### src/rtl/instr_encoder_if.sv
// rtl/instr_encoder_if.sv - field-set input and instruction-word output bundle of the encoder
interface instr_encoder_if #(
  parameter int DATA_WIDTH = 32,
  parameter int FIFO_DEPTH = 4
);
  localparam int CW = $clog2(FIFO_DEPTH) + 1;

  // field-set input side
  logic                  in_valid_i;
  logic                  in_ready_o;
  logic [6:0]            funct7_i;
  logic [4:0]            vs2_i;
  logic [4:0]            vs1_i;
  logic [2:0]            funct3_i;
  logic [4:0]            vd_i;
  logic [6:0]            opcode_i;

  // instruction-word output side and status
  logic                  instr_valid_o;
  logic                  instr_ready_i;
  logic [DATA_WIDTH-1:0] instr_o;
  logic [CW-1:0]         count_o;
  logic [15:0]           issued_o;
  logic                  err_o;

  modport slave (
    input  in_valid_i, funct7_i, vs2_i, vs1_i, funct3_i, vd_i, opcode_i, instr_ready_i,
    output in_ready_o, instr_valid_o, instr_o, count_o, issued_o, err_o
  );

  modport master (
    output in_valid_i, funct7_i, vs2_i, vs1_i, funct3_i, vd_i, opcode_i, instr_ready_i,
    input  in_ready_o, instr_valid_o, instr_o, count_o, issued_o, err_o
  );
endinterface

### src/rtl/instr_encoder.sv
// rtl/instr_encoder.sv - packs R-type vector fields into instruction words and queues them for issue
module instr_encoder #(
  parameter int DATA_WIDTH = 32,
  parameter int FIFO_DEPTH = 4
) (
  input logic            clk,
  input logic            rst_n,   // active-high despite the name
  instr_encoder_if.slave bus
);
  localparam int AW = $clog2(FIFO_DEPTH);
  localparam int CW = AW + 1;

  // Only the architectural 32 bits are stored; upper word bits are always zero.
  logic [31:0]   r_mem [FIFO_DEPTH];
  logic [AW-1:0] r_wptr;
  logic [AW-1:0] r_rptr;
  logic [CW-1:0] r_count;
  logic [15:0]   r_issued;
  logic          r_err;

  logic          w_in_ready;
  logic          w_out_valid;
  logic          w_accept;
  logic          w_legal;
  logic          w_push;
  logic          w_pop;
  logic [31:0]   w_word;

  // Ready depends only on registered occupancy, so a pop cannot free a slot in the same cycle.
  assign w_in_ready  = (r_count < CW'(FIFO_DEPTH));
  assign w_out_valid = (r_count != '0);
  assign w_accept    = bus.in_valid_i && w_in_ready;
  assign w_legal     = (bus.opcode_i[1:0] == 2'b11);
  // Illegal opcodes complete the handshake but are never queued.
  assign w_push      = w_accept && w_legal;
  assign w_pop       = w_out_valid && bus.instr_ready_i;
  assign w_word      = {bus.funct7_i, bus.vs2_i, bus.vs1_i, bus.funct3_i, bus.vd_i, bus.opcode_i};

  assign bus.in_ready_o    = w_in_ready;
  assign bus.instr_valid_o = w_out_valid;
  assign bus.instr_o       = w_out_valid ? DATA_WIDTH'(r_mem[r_rptr]) : '0;
  assign bus.count_o       = r_count;
  assign bus.issued_o      = r_issued;
  assign bus.err_o         = r_err;

  // Storage array: written at the tail on every legal accept; contents are don't-care when not counted.
  always_ff @(posedge clk) begin
    if (w_push) begin
      r_mem[r_wptr] <= w_word;
    end
  end

  // Pointers, occupancy, issue counter and sticky error flag.
  always_ff @(posedge clk) begin
    if (rst_n) begin
      r_wptr   <= '0;
      r_rptr   <= '0;
      r_count  <= '0;
      r_issued <= '0;
      r_err    <= 1'b0;
    end else begin
      if (w_push) begin
        r_wptr <= r_wptr + AW'(1);
      end
      if (w_pop) begin
        r_rptr   <= r_rptr + AW'(1);
        r_issued <= r_issued + 16'd1;
      end
      case ({w_push, w_pop})
        2'b10:   r_count <= r_count + CW'(1);
        2'b01:   r_count <= r_count - CW'(1);
        default: r_count <= r_count;
      endcase
      if (w_accept && !w_legal) begin
        r_err <= 1'b1;
      end
    end
  end
endmodule

### src/flat_wrapper.sv
// flat-port wrapper written by rule: the top's interface ports become plain ports
module instr_encoder_flat 
#(
  parameter int DATA_WIDTH = 32,
  parameter int FIFO_DEPTH = 4
)
  (clk, rst_n, bus_in_valid_i, bus_funct7_i, bus_vs2_i, bus_vs1_i, bus_funct3_i, bus_vd_i, bus_opcode_i, bus_instr_ready_i, bus_in_ready_o, bus_instr_valid_o, bus_instr_o, bus_count_o, bus_issued_o, bus_err_o);
  instr_encoder_if #(.DATA_WIDTH(DATA_WIDTH), .FIFO_DEPTH(FIFO_DEPTH)) bus_i ();
  input logic clk;
  input logic rst_n;
  input wire logic [$bits(bus_i.in_valid_i)-1:0] bus_in_valid_i;
  input wire logic [$bits(bus_i.funct7_i)-1:0] bus_funct7_i;
  input wire logic [$bits(bus_i.vs2_i)-1:0] bus_vs2_i;
  input wire logic [$bits(bus_i.vs1_i)-1:0] bus_vs1_i;
  input wire logic [$bits(bus_i.funct3_i)-1:0] bus_funct3_i;
  input wire logic [$bits(bus_i.vd_i)-1:0] bus_vd_i;
  input wire logic [$bits(bus_i.opcode_i)-1:0] bus_opcode_i;
  input wire logic [$bits(bus_i.instr_ready_i)-1:0] bus_instr_ready_i;
  output wire logic [$bits(bus_i.in_ready_o)-1:0] bus_in_ready_o;
  output wire logic [$bits(bus_i.instr_valid_o)-1:0] bus_instr_valid_o;
  output wire logic [$bits(bus_i.instr_o)-1:0] bus_instr_o;
  output wire logic [$bits(bus_i.count_o)-1:0] bus_count_o;
  output wire logic [$bits(bus_i.issued_o)-1:0] bus_issued_o;
  output wire logic [$bits(bus_i.err_o)-1:0] bus_err_o;
  assign bus_i.in_valid_i = bus_in_valid_i;
  assign bus_i.funct7_i = bus_funct7_i;
  assign bus_i.vs2_i = bus_vs2_i;
  assign bus_i.vs1_i = bus_vs1_i;
  assign bus_i.funct3_i = bus_funct3_i;
  assign bus_i.vd_i = bus_vd_i;
  assign bus_i.opcode_i = bus_opcode_i;
  assign bus_i.instr_ready_i = bus_instr_ready_i;
  assign bus_in_ready_o = bus_i.in_ready_o;
  assign bus_instr_valid_o = bus_i.instr_valid_o;
  assign bus_instr_o = bus_i.instr_o;
  assign bus_count_o = bus_i.count_o;
  assign bus_issued_o = bus_i.issued_o;
  assign bus_err_o = bus_i.err_o;
  instr_encoder #(.DATA_WIDTH(DATA_WIDTH), .FIFO_DEPTH(FIFO_DEPTH)) u_core (.clk(clk), .rst_n(rst_n), .bus(bus_i));
endmodule
### config.mk
export PLATFORM = sky130hd
export DESIGN_NAME = instr_encoder_flat
export DESIGN_NICKNAME = d
export VERILOG_FILES = /design/src/rtl/instr_encoder_if.sv /design/src/rtl/instr_encoder.sv /design/src/flat_wrapper.sv
export SDC_FILE = /design/constraint.sdc
export NUM_CORES = 1
export LEC_CHECK = 0
export CAP_MARGIN = 15
export CORE_MARGIN = 2
export CORE_UTILIZATION = 50
export DETAILED_ROUTE_END_ITERATION = 10
export GPL_TIMING_DRIVEN = 0
export PLACE_DENSITY_LB_ADDON = 0.3
export SLEW_MARGIN = 10
export SYNTH_ARGS = -nofsm -noshare
export SYNTH_HDL_FRONTEND = slang
export SYNTH_SLANG_ARGS = --single-unit
### constraint.sdc
create_clock -name clk -period 3.2 [get_ports clk]
set_input_delay 0.8 -clock clk [delete_from_list [all_inputs] [get_ports clk]]
set_output_delay 0.8 -clock clk [all_outputs]
set_load 0.05 [all_outputs]
==> out/summary.txt <==
Post-CTS Hold Fix Bufs: 0
Run status: complete, no violations
Gpl congestion: 0.713
CTS tree: yes
RSZ-0062 raised after global routing: yes
Initial antenna violation count: 0
Yosys reg bits: 154
Largest net degree at the start of global routing: 26
Synth Cell Area: 6000 um2
Global route overflow: 0
Primary FF master, synth: edfxtp_1
Global-route wire length before repair: 17900 um
Leakage: 2.63 nW
Core ar.: 11900 um2
Synth Area per Inst: 17.7 um2
PnR worst setup slack: 0.0858 ns
Most frequent cells after synthesis: 128 x edfxtp_1, 32 x mux4_2, 32 x nor2b_1
Most frequent cell after synthesis: edfxtp_1
Syn nets: 382
Sequential element share of the synthesized area: 0.727
Via density: 5.43
Power after layout: 6.06 mW
Max frequency: 321 MHz
Design Area, Final: 7750 um2
H-tree Lvls: 4
Synth Warn #: 0
Dpl hpwl: 7140 um
Fin. Hold Viols: 0
Number of antenna-violating nets in the routed design: 0
Row count: 40
Final core occ: 0.653
Setup CP Type: reg2out
Vias in the first global route: 3466
Slew Viols, Final: 0
Worst-path maximum fanout: 10
Synth top area share: 0.640
Io pins: 90
Num CTS Buffers: 17
Routed wire length per instance: 18.6 um
DRT Wirelength: 11300 um
Final Cycle Share: 0.973
DP Worst Slack: -0.215 ns
Worst EP arrival: 2.31 ns
Starting Density: 0.506
WHS: 0.484 ns
Critical Path RT: 2.40 ns
Final setup vio count: 0
Flop2flop setup slack: 0.97 ns
Area growth syn-to-layout: 29.1%
Relative slew slack: 0.648
Clock Skews: 0.00528 ns
Vias post-DR: 3303
Iter 0 DRT Violations: 253
Fin cells: 608
Die area: 12900 um2
Total GRT Usage: 0.191
Minimum clock period: 3.11 ns
HP Class: reg2reg
Pwr/cell area: 782 nW/um2
Port buffer count: 88
Max Cap Viol: 0
VDD IR-drop max: 461 uV
Clk sinks: 154
FFs w/ async S/R, synth: 0
Clock Latency Late Sink: 0.42 ns
Placed Area: 7170 um2
Top cells by area, synth: edfxtp_1 64%, mux4_2 12%, dfxtp_1 8.7%
CTS max path bufs: 2
Clk slew on worst S/H paths: 0.05 ns
Die height: 114 um
DRC Markers: 0
Diodes inserted: 0
Critical Path Sink Type: primary output
Drt pass-1 iters: 4
Post-Place Cells: 578
Fillers: 811
Cells after Synth: 339
Clk root buf: clkbuf_16
Post-synth cell types: 31
Die X: 114 um
Worst-Margin Slew: 0.527 ns
Fin nets: 492
Post-synth EDFFs: 128
Share of layout cells above drive strength 1: 0.167
Setup TNS: 0 ns
Startpoint types: register
Largest area contributor in the netlist: edfxtp_1
-- worst paths after layout --
| kind | end | depth (start not counted) | startpoint |
|---|---|---|---|
| max reg2reg | u_core.bus.count_o[2]$_SDFFE_PP0P_ | 8 | u_core.bus.count_o[2]$_SDFFE_PP0P_ |
| min | u_core.bus.err_o$_SDFFE_PP0P_ | 2 | u_core.bus.err_o$_SDFFE_PP0P_ |
| min reg2reg | u_core.bus.err_o$_SDFFE_PP0P_ | 2 | u_core.bus.err_o$_SDFFE_PP0P_ |
| max | bus_instr_o[9] | 4 | register |
-- metal layers --
layer / global-route usage / part of all wire
met5: 0 / 0
met4: 0.0854 / 0.021
met3: 0.0664 / 0.060
met2: 0.307 / 0.50
met1: 0.236 / 0.41
-- critical path: stages (launching register included) --
cell,delay (ns)
dfxtp_1,0.47
buf_4,0.30
mux4_2,0.55
nor2b_1,0.14
dlygate4sd2_1,0.43
-- report_power, final --
group | internal (mW) | switching (mW)
Sequential | 2.22 | 0.0562
Combinational | 0.605 | 1.18
Clock | 1.28 | 0.719
-- cells in the final DEF, fill, tap and decap left out, types with 3 or more instances in the layout --
cell type,instances
a21oi_1,10
and2_2,4
bufinv_16,4
clkbuf_1,5
clkbuf_16,17
clkbuf_2,5
clkdlybuf4s50_1,57
clkinv_1,6
clkinv_2,3
dfxtp_1,26
dlygate4sd2_1,30
edfxtp_1,128
ha_1,6
inv_1,9
mux4_2,32
nand2_1,10
nand3_1,5
nand4_1,3
nor2_1,17
nor2b_1,32
o21ai_0,4
o31ai_1,4
or3_1,4
or4_1,4
xnor2_1,5
xor2_1,8
-- cells by family (layout without fill, tap and decap cells) --
logic type,Yosys count,in the layout,share of synthesized area
flops,154,154,0.727
simple gates,88,88,0.0809
buf+inv,24,146,0.0158
mux,33,33,0.122
compound gates,20,20,0.0198
fa+ha+maj,7,7,0.0158
xor+xnor,13,13,0.0190
-- flip-flops by register name, indices dropped and copies added (netlist names), named ones only --
signal and cells:
u_core.r_mem 128, u_core.bus.issued_o 16, u_core.bus.count_o 3, u_core.r_rptr 2, u_core.r_wptr 2, u_core.bus.err_o 1
-- final cells by class --
| class | instances | area, um2 | area share |
|---|---|---|---|
| plain buffers | 13 | 71.3 | 0.00920 |
| clock buffers | 18 | 429 | 0.0554 |
| clock inverters | 13 | 158 | 0.0203 |
| inverters | 10 | 37.5 | 0.00484 |
| multi-input cells | 161 | 1570 | 0.202 |
| flip-flops and latches | 154 | 4360 | 0.563 |
| well taps | 147 | 184 | 0.0237 |
| repair buffers | 92 | 941 | 0.121 |
-- timing repair --
item                                    in CTS  in global routing
pin swaps                                    0                  0
endpoints found under the setup margin      33                 20
resized for setup                           40                  3
buffers inserted                             0                  0
endpoints found under the hold margin        0                  0
Note: power is estimated with default switching activity, not from simulation.
